## src/rtl/mem_rr_arbiter.sv

```systemverilog
// ============================================================================
// Module   : mem_rr_arbiter
// Brief    : Round-robin arbiter/sequencer sharing one single-port memory
//            between C requesters. Optional macro: MEM_ARB_WRITE_FIRST_EN
//            (eligible writes take precedence over reads).
// Revision : 1.0 - initial release
// ============================================================================
`default_nettype none

module mem_rr_arbiter #(
  parameter int C   = 8,
  parameter int LAT = 2,
  parameter int AW  = 16,
  parameter int DW  = 16
) (
  input  logic                 clk,
  input  logic                 reset,
  input  logic [C-1:0]         i_req,
  input  logic [C-1:0]         i_we,
  input  logic [C-1:0][AW-1:0] i_adr,
  input  logic [C-1:0][DW-1:0] i_wdat,
  output logic [C-1:0]         o_gnt,
  output logic [C-1:0]         o_ack,
  output logic [DW-1:0]        o_rdat,
  output logic [AW-1:0]        o_mem_adr,
  output logic [DW-1:0]        o_mem_wdat,
  output logic                 o_mem_we,
  output logic                 o_mem_re,
  input  logic [DW-1:0]        i_mem_rdat
);

  typedef enum logic [0:0] {
    ST_IDLE = 1'b0,
    ST_BUSY = 1'b1
  } state_t;

  localparam logic [2:0]   c_PTR_RST  = 3'(C - 1);
  localparam logic [2:0]   c_CNT_LOAD = 3'(LAT - 1);
  localparam logic [C-1:0] c_ONE      = C'(1);

  state_t         r_state;
  logic [2:0]     r_cnt;
  logic [2:0]     r_ptr;
  logic [2:0]     r_sel;
  logic           r_we;
  logic [AW-1:0]  r_adr;
  logic [DW-1:0]  r_wdat;
  logic [DW-1:0]  r_rdat;
  logic [C-1:0]   r_gnt;
  logic [C-1:0]   r_ack;
  logic           r_mem_we;
  logic           r_mem_re;

  logic [C-1:0]   w_elig;
  logic [C-1:0]   w_cand;
  logic [7:0]     w_cand8;
  logic [2:0]     w_idx;
  logic [2:0]     w_sel;
  logic           w_found;
  logic           w_sel_we;
  logic [AW-1:0]  w_sel_adr;
  logic [DW-1:0]  w_sel_wdat;

  function automatic logic [C-1:0] f_onehot(input logic [2:0] idx);
    return c_ONE << idx;
  endfunction

  // A requester being acked this cycle must not win again immediately.
  always_comb begin
    w_elig = i_req & ~r_ack;
`ifdef MEM_ARB_WRITE_FIRST_EN
    w_cand = (|(w_elig & i_we)) ? (w_elig & i_we) : w_elig;
`else
    w_cand = w_elig;
`endif
    w_cand8 = 8'(w_cand);
  end

  always_comb begin
    w_found = 1'b0;
    w_sel   = r_ptr;
    w_idx   = '0;
    for (int k = 1; k <= C; k++) begin
      w_idx = 3'((int'(r_ptr) + k) % C);
      if (!w_found && w_cand8[w_idx]) begin
        w_found = 1'b1;
        w_sel   = w_idx;
      end
    end
  end

  always_comb begin
    w_sel_we   = 1'b0;
    w_sel_adr  = '0;
    w_sel_wdat = '0;
    for (int i = 0; i < C; i++) begin
      if (w_sel == 3'(i)) begin
        w_sel_we   = i_we[i];
        w_sel_adr  = i_adr[i];
        w_sel_wdat = i_wdat[i];
      end
    end
  end

  always_ff @(posedge clk) begin
    if (reset) begin
      r_state  <= ST_IDLE;
      r_cnt    <= '0;
      r_ptr    <= c_PTR_RST;
      r_sel    <= '0;
      r_we     <= 1'b0;
      r_adr    <= '0;
      r_wdat   <= '0;
      r_rdat   <= '0;
      r_gnt    <= '0;
      r_ack    <= '0;
      r_mem_we <= 1'b0;
      r_mem_re <= 1'b0;
    end else begin
      r_ack    <= '0;
      r_mem_we <= 1'b0;
      r_mem_re <= 1'b0;
      case (r_state)
        ST_IDLE: begin
          if (w_found) begin
            r_sel    <= w_sel;
            r_we     <= w_sel_we;
            r_adr    <= w_sel_adr;
            r_wdat   <= w_sel_wdat;
            r_gnt    <= f_onehot(w_sel);
            r_cnt    <= c_CNT_LOAD;
            r_mem_we <= w_sel_we;
            r_mem_re <= ~w_sel_we;
            r_state  <= ST_BUSY;
          end
        end
        ST_BUSY: begin
          if (r_cnt == 3'd0) begin
            if (!r_we) begin
              r_rdat <= i_mem_rdat;
            end
            r_ack   <= f_onehot(r_sel);
            r_gnt   <= '0;
            r_ptr   <= r_sel;
            r_state <= ST_IDLE;
          end else begin
            r_cnt <= r_cnt - 3'd1;
          end
        end
        default: r_state <= ST_IDLE;
      endcase
    end
  end

  assign o_gnt      = r_gnt;
  assign o_ack      = r_ack;
  assign o_rdat     = r_rdat;
  assign o_mem_adr  = r_adr;
  assign o_mem_wdat = r_wdat;
  assign o_mem_we   = r_mem_we;
  assign o_mem_re   = r_mem_re;

endmodule

`default_nettype wire

```

## config.mk

```make
export PLATFORM = sky130hd
export DESIGN_NAME = mem_rr_arbiter
export DESIGN_NICKNAME = d
export VERILOG_FILES = /design/src/rtl/mem_rr_arbiter.sv
export SDC_FILE = /design/constraint.sdc
export NUM_CORES = 1
export LEC_CHECK = 0
export ABC_AREA = 1
export CAP_MARGIN = 20
export CORE_AREA = 2 2 138 140
export DETAILED_ROUTE_END_ITERATION = 8
export DIE_AREA = 0 0 140 142
export GPL_TIMING_DRIVEN = 0
export PLACE_DENSITY = 0.76
export SETUP_SLACK_MARGIN = 0.1
export SLEW_MARGIN = 40
export SYNTH_ARGS = -nofsm -noshare
export SYNTH_HDL_FRONTEND = slang
export SYNTH_SLANG_ARGS = --single-unit
```

## constraint.sdc

```tcl
create_clock -name clk -period 3.98 [get_ports clk]
set_input_delay 0.796 -clock clk [delete_from_list [all_inputs] [get_ports clk]]
set_output_delay 0.796 -clock clk [all_outputs]
set_load 0.01 [all_outputs]
```

# Word level (Yosys, flattened, before mapping)
# Index checks and enable logic that the tools add are counted.
classes:
  magnitude_cmp: 8
  n_div: 0
  shift: 2
  n_eq_ne: 10
  bitwise_logic: 7
  reduce_logical: 23
  addsub: 9
  multipliers: 0
  mux: 65
ops:
  columns: ["operator", "count"]
  rows:
  - ["16-bit two-way mux", 16]
  - ["3-bit by 4-bit less-than comparator with 1-bit output (second input constant)", 8]
  - ["3-bit two-way mux", 10]
  - ["1-bit two-way mux", 26]
  - ["1-bit binary-select mux with 3-bit select", 8]
  - ["8-bit two-way mux", 2]
  - ["8-bit case mux with 2 select lines", 1]
  - ["1-bit by 3-bit left shift with 8-bit output (first input constant)", 2]
  - ["3-bit adder (second input constant)", 4]
  - ["3-bit == test (second input constant)", 4]
  - ["8-bit bitwise AND", 1]
  - ["8-bit NOT", 1]
  - ["2-bit AND reduction", 4]
  - ["1-bit logical AND", 7]
  - ["1-bit zero test", 7]
  - ["3-bit by 1-bit adder with 3-bit output (second input constant)", 2]
  - ["3-bit by 2-bit adder with 3-bit output (second input constant)", 2]
  - ["3-bit by 2-bit == test with 1-bit output (second input constant)", 2]
  - ["3-bit zero test", 2]
  - ["3-bit case mux with 2 select lines", 1]
  - ["3-bit OR reduction", 2]
  - ["1-bit NOT", 5]
  - ["2-bit != test (second input constant)", 2]
  - ["3-bit by 1-bit == test with 1-bit output (second input constant)", 1]
  - ["4 further kinds", 4]
word_totals:
  inputBits: 290
  mem_bits_ro: 0
  ramBits: 0
  wordCells: 136
  out_inout_bits: 66
  regBits: 77
  mem_count: 0
  latch_bits: 0

# Depth between registers and ports, before layout
depth:
  word_depth: 36
  depth_mapped: 28
  ltp_nobuf: 24

# Worst setup path after synthesis
# Ideal clock, no wire load.
synth_timing:
  path_type: "flip-flop to flip-flop"
  start: "register r_ptr[0]"
  end: "register r_wdat[6], in the netlist o_mem_wdat[6]"
  arrival_ps: 2950
  setup_ps: 112
  slack_ps: 918
  stages_incl_launch_ff: 24
  required_ps: 3868
  cell_sequence: "dfxtp_1 buf_6 inv_4 buf_6 ha_1 buf_2 inv_2 nand3_1 nand3_1 nand2_2 nor2_4 nand2_4 nor2_8 nand3_2 o21ai_2 nor2_2 nor2_8 buf_12 nor2_4 buf_6 a21oi_1 nand4_1 nand2_1 nand2_1"
synth_via:
  elab_chain_cells: 34
  word_cells_on_any_way: 71
  cone_classes: "add/sub: 8; eq/ne: 7; mux: 40; reduce/logical: 16"
synth_rtl:
  columns: ["item", "line", "source"]
  rows:
  - ["start, declared", "43", "logic [2:0] r_ptr;"]
  - ["start signal, assigned", "109", "r_ptr <= c_PTR_RST;"]
  - ["start signal, assigned", "144", "r_ptr <= r_sel;"]
  - ["3-bit by 1-bit adder with 3-bit output", "84", "w_idx = 3'((int'(r_ptr) + k) % C);"]
  - ["1-bit binary-select mux with 3-bit select", "85", "if (!w_found && w_cand8[w_idx]) begin"]
  - ["1-bit two-way mux (not written as such)", "85", null]
  - ["1-bit two-way mux", "85", null]
  - ["1-bit zero test", "85", null]
  - ["1-bit logical AND", "85", null]
  - ["1-bit two-way mux", "85", null]
  - ["1-bit zero test", "85", null]
  - ["[... 11 more ...]", null, null]
  - ["1-bit zero test", "85", null]
  - ["1-bit logical AND", "85", null]
  - ["1-bit two-way mux", "85", null]
  - ["1-bit zero test", "85", null]
  - ["1-bit logical AND", "85", null]
  - ["3-bit two-way mux", "85", null]
  - ["3-bit zero test", "97", "if (w_sel == 3'(i)) begin"]
  - ["16-bit two-way mux (8 in series)", "97", null]
  - ["end signal, assigned", "129", "r_wdat <= w_sel_wdat;"]
  - ["end, declared", "47", "logic [DW-1:0] r_wdat;"]
# Parallel ways exist; a longest one is shown, timed or not. The select of a mux whose other input is x is not followed.
# A chain may end at the register's enable or synchronous reset.

# Worst setup path in the final report
layout_timing:
  start: "register r_ptr[0]"
  end: "register r_adr[12], in the netlist o_mem_adr[12]"
layout_via:
  elab_chain_cells: 34
  word_cells_on_any_way: 71
  cone_classes: "add/sub: 8; eq/ne: 7; mux: 40; reduce/logical: 16"
layout_rtl:
  columns: ["item", "line", "source"]
  rows:
  - ["3-bit by 1-bit adder with 3-bit output", "84", null]
  - ["1-bit binary-select mux with 3-bit select", "85", null]
  - ["1-bit two-way mux (not written as such)", "85", null]
  - ["1-bit two-way mux", "85", null]
  - ["1-bit zero test", "85", null]
  - ["1-bit logical AND", "85", null]
  - ["1-bit two-way mux", "85", null]
  - ["1-bit zero test", "85", null]
  - ["[... 11 more ...]", null, null]
  - ["1-bit zero test", "85", null]
  - ["1-bit logical AND", "85", null]
  - ["1-bit two-way mux", "85", null]
  - ["1-bit zero test", "85", null]
  - ["1-bit logical AND", "85", null]
  - ["3-bit two-way mux", "85", null]
  - ["3-bit zero test", "97", null]
  - ["16-bit two-way mux (8 in series)", "97", null]
  - ["end signal, assigned", "128", "r_adr <= w_sel_adr;"]
  - ["end, declared", "46", "logic [AW-1:0] r_adr;"]
# Parallel ways exist; a longest one is shown, timed or not. The select of a mux whose other input is x is not followed.

==> impl_metrics.csv <==
group,metric,value,unit
synthesis,part_of_the_yosys_area_used_for_sequential_elements,0.268,
pwr,sequentialPowerShare,0.157,
synthesis,syn-mean-instance-area,6.09,µm²
pwr,comb_power_share,0.704,
critical_path,critical_path.endpoint_type,"flip-flop",
synthesis,syn_area,5750,µm²
critical_path,worst-path-stages,23,
cts,tritoncts.num_buffers,9,
synthesis,yosysUniqueCellTypes,41,
floorplan,chipWidth,140,µm
cts,cts_tree,"yes",
sta,worst_clock_skew,0.00859,ns
grt,grt_overflow_total,0,
synthesis,yosys.area.top_type,"sky130_fd_sc_hd__dfxtp_1",
finish,final_layout_size_suffix_gt1_frac,0.104,
synthesis,synth-edff-count,0,
job,timing.max_cap.violations,0,
cts,h_tree_lvls,3,
sta,report.final.slew_viol_count,0,
sta,timing_worst_slew_pin_value,0.573,ns
sta,setup_viol,0,
run_status,violations,"design-rule violations",
cts,clock_sinks,77,
critical_path,criticalPathCategory,"flip-flop to flip-flop",
synthesis,synth.cells.most_frequent,"sky130_fd_sc_hd__nand2_1 (315), sky130_fd_sc_hd__nor2_1 (125), sky130_fd_sc_hd__inv_1 (98)",
detailed_routing,dr.pass1.iters,8,
synthesis,yosys_most_used_dff,"sky130_fd_sc_hd__dfxtp_1",
critical_path,worstPathRequired,4.26,ns
cts,max-clock-path-buffers,2,
detailed_routing,route.vias.total,7367,
finish,insertedDiodeCount,0,
placed_design,portBuffers,355,
critical_path,crit_path_max_fanout,10,
synthesis,synthesis.nets,1239,
critical_path,crit_arrival,3.89,ns
finish,finish.utilization,0.545,
critical_path,crit_path_top_delay_cell,"sky130_fd_sc_hd__nor2_4",
min_path,hold_path_depth,2,
critical_path,worst_setup_path_start_kind,"flip-flop",
detailed_routing,wirelength,25.9,mm
detailed_routing,drcViolationCount,11,
cts,clk_pin_slew_worst_paths,0.06,ns
sta,slew-limit-headroom,0.617,
finish,fillerInstances,1763,
floorplan,die_area,19900,µm²
sta,crit_path_time_final,3.61,ns
pwr,worst_ir_drop_vdd,0.000286,V
critical_path,worst-r2r-cell-count,23,
detailed_routing,via_per_inst,4.73,
floorplan,core_area,18500,µm²
synthesis,yosys.cell_count.top_type,"sky130_fd_sc_hd__nand2_1",
sta,hold_violations,0,
grt,grt_max_degree,20,
pwr,power.static_leakage,4.51,nW
sta,final.setup.tns,0,ns
synthesis,async_flop_share,0,
floorplan,die-height,142,µm
grt,first_global_vias,7076,
critical_path,worst-path-buf-inv,7,
pwr,power.density,670,nW/µm²
grt,grt_first_pass_wirelength,38.4,mm
floorplan,pin_count,356,
sta,period_share,0.906,
detailed_routing,post_drt_wl_per_cell,16.6,µm
placed_design,gp_congestion,0.857,
grt,initial_antenna_violation_count,0,
critical_path,worstPathCellList,"buf_6, inv_4, buf_6, ha_1, buf_2, inv_2, nand3_1, nand3_1, nand2_2, nor2_4, nand2_4, nor2_8, nand4_4, nand2_2, nand2_4, inv_4, nand2_4, nor2_4, buf_6, nand2_1, nand4_1, nor2_1, nor2_1",
placed_design,dp_hpwl,20.7,mm
run_status,result_of_the_run,"finished with violations",
pwr,total_switching_power,0.00329,W
pwr,power.internal,0.00345,W
sta,rsz0062_at_grt,"true",
finish,area_delta_synth_final,75.0,%
cts,insertion_delay,0.35,ns
detailed_routing,drt.antenna.violating_nets,0,
sta,max_freq,277,MHz
finish,final_nets,1614,
critical_path,critical-path-top-delay-family,"simple AND/OR/NAND/NOR gates",
critical_path,slowest_delay,0.35,ns
grt,grt_use_total,0.252,
synthesis,synthesis.instances,945,
floorplan,floorplan.rows,50,
synthesis,post-synth-top-area-fraction,0.268,
synthesis,synthTopCellsByArea,"sky130_fd_sc_hd__dfxtp_1 (27%), sky130_fd_sc_hd__nand2_1 (21%), sky130_fd_sc_hd__nor2_1 (8.2%)",
synthesis,synth-seq-cells,77,
floorplan,initial_core_util,0.312,
cts,clockRootBuffer,"sky130_fd_sc_hd__clkbuf_16",
pwr,swShare,0.488,
cts,cts-hold-fix-buffers,0,
detailed_routing,first_iter_violations,356,
pwr,clk_network_pwr_share,0.138,
min_path,min_path_type,"flip-flop to flip-flop",
synthesis,ys_warns,0,
-- per-layer routing --
metal	wire, µm	track usage
met2	12900	0.445
met3	1690	0.0552
met1	10400	0.294
met5	0	0
met4	910	0.108
-- worst paths after layout --
path,slack [ns],end,startpoint
hold reg to reg,0.45,o_mem_wdat[5]$_SDFFE_PP0P_,o_mem_wdat[5]$_SDFFE_PP0P_
hold / removal,0.45,o_mem_wdat[5]$_SDFFE_PP0P_,o_mem_wdat[5]$_SDFFE_PP0P_
setup / recovery,0.37,o_mem_adr[12]$_SDFFE_PP0P_,r_ptr[0]$_SDFFE_PP1P_
setup reg to reg,0.37,o_mem_adr[12]$_SDFFE_PP0P_,r_ptr[0]$_SDFFE_PP1P_
-- worst min-delay path, stage by stage, from the launching register on --
cell	delay, ns
sky130_fd_sc_hd__dfxtp_1	0.31
sky130_fd_sc_hd__nand2_1	0.06
sky130_fd_sc_hd__nand2_1	0.04
-- logic make-up after synthesis --
kind of cell             share of synthesized area
flip-flops                                   0.268
AO/OA/AOI/OAI                                0.109
adder cells (fa/ha/maj)                    0.00870
XOR/XNOR                                    0.0120
buffers and inverters                        0.121
AND/OR/NAND/NOR                              0.481
-- timing repair --
item,4_1_cts,5_1_grt
setup endpoints to repair,13,41
pin swaps,0,6
gates resized for setup,1,29
setup buffers,0,10
-- power groups by stage --
stage	Clock [W]	Sequential, W	Combinational [W]
after floorplan	0	0.00113	0.00287
after global placement	0	0.00107	0.00451
after detailed placement	0	0.00107	0.00454
after CTS	0.000949	0.00106	0.00456
after global routing	0.000983	0.00108	0.00521
final	0.000932	0.00106	0.00475
-- state kept, by name, indices dropped and copies added (netlist names) --
register    cells
o_ack           8
r_ptr           3
o_rdat         16
r_cnt           3
o_mem_we        1
o_mem_wdat     16
r_state         1
r_we            1
r_sel           3
o_mem_re        1
o_gnt           8
o_mem_adr      16
-- area by class of cell --
class / instances / area [µm²] / share of cell area
Buffer: 43 / 327 / 0.0324
Tap cell: 234 / 293 / 0.0291
Timing Repair Buffer: 365 / 3630 / 0.360
Multi-Input combinational cell: 715 / 3530 / 0.350
Sequential cell: 77 / 1540 / 0.153
Clock buffer: 10 / 239 / 0.0237
Clock inverter: 6 / 93.8 / 0.00932
Inverter: 109 / 418 / 0.0415
-- stage by stage --
step	cells	cell area (µm²)	power, W	hold WS, ns	worst slack (ns)
floorplan	945	5750	0.00401	0.427	0.918
global placement	1534	9600	0.00558	0.436	-0.0173
detailed placement	1534	9600	0.00562	0.438	-0.0481
CTS	1549	9930	0.00657	0.453	0.180
global route	1559	10100	0.00727	0.464	0.0786
finish	1559	10100	0.00674	0.451	0.373
-- placed cells by master, fill, tap and decap left out, types with 7 or more instances in the layout --
master / instances
sky130_fd_sc_hd__a21oi_1: 17
sky130_fd_sc_hd__o21ai_1: 9
sky130_fd_sc_hd__nor3_1: 9
sky130_fd_sc_hd__nand2_1: 313
sky130_fd_sc_hd__a21oi_2: 20
sky130_fd_sc_hd__inv_1: 97
sky130_fd_sc_hd__o21ai_0: 45
sky130_fd_sc_hd__nand4_1: 41
sky130_fd_sc_hd__nand3_1: 77
sky130_fd_sc_hd__nand3_2: 14
sky130_fd_sc_hd__buf_4: 17
sky130_fd_sc_hd__buf_6: 12
sky130_fd_sc_hd__dfxtp_1: 77
sky130_fd_sc_hd__clkdlybuf4s50_1: 355
sky130_fd_sc_hd__inv_2: 8
sky130_fd_sc_hd__buf_2: 7
sky130_fd_sc_hd__nor2_1: 123
sky130_fd_sc_hd__nor2_4: 7
sky130_fd_sc_hd__clkbuf_16: 9
sky130_fd_sc_hd__clkbuf_1: 9
Note: power is estimated with default switching activity, not from simulation.
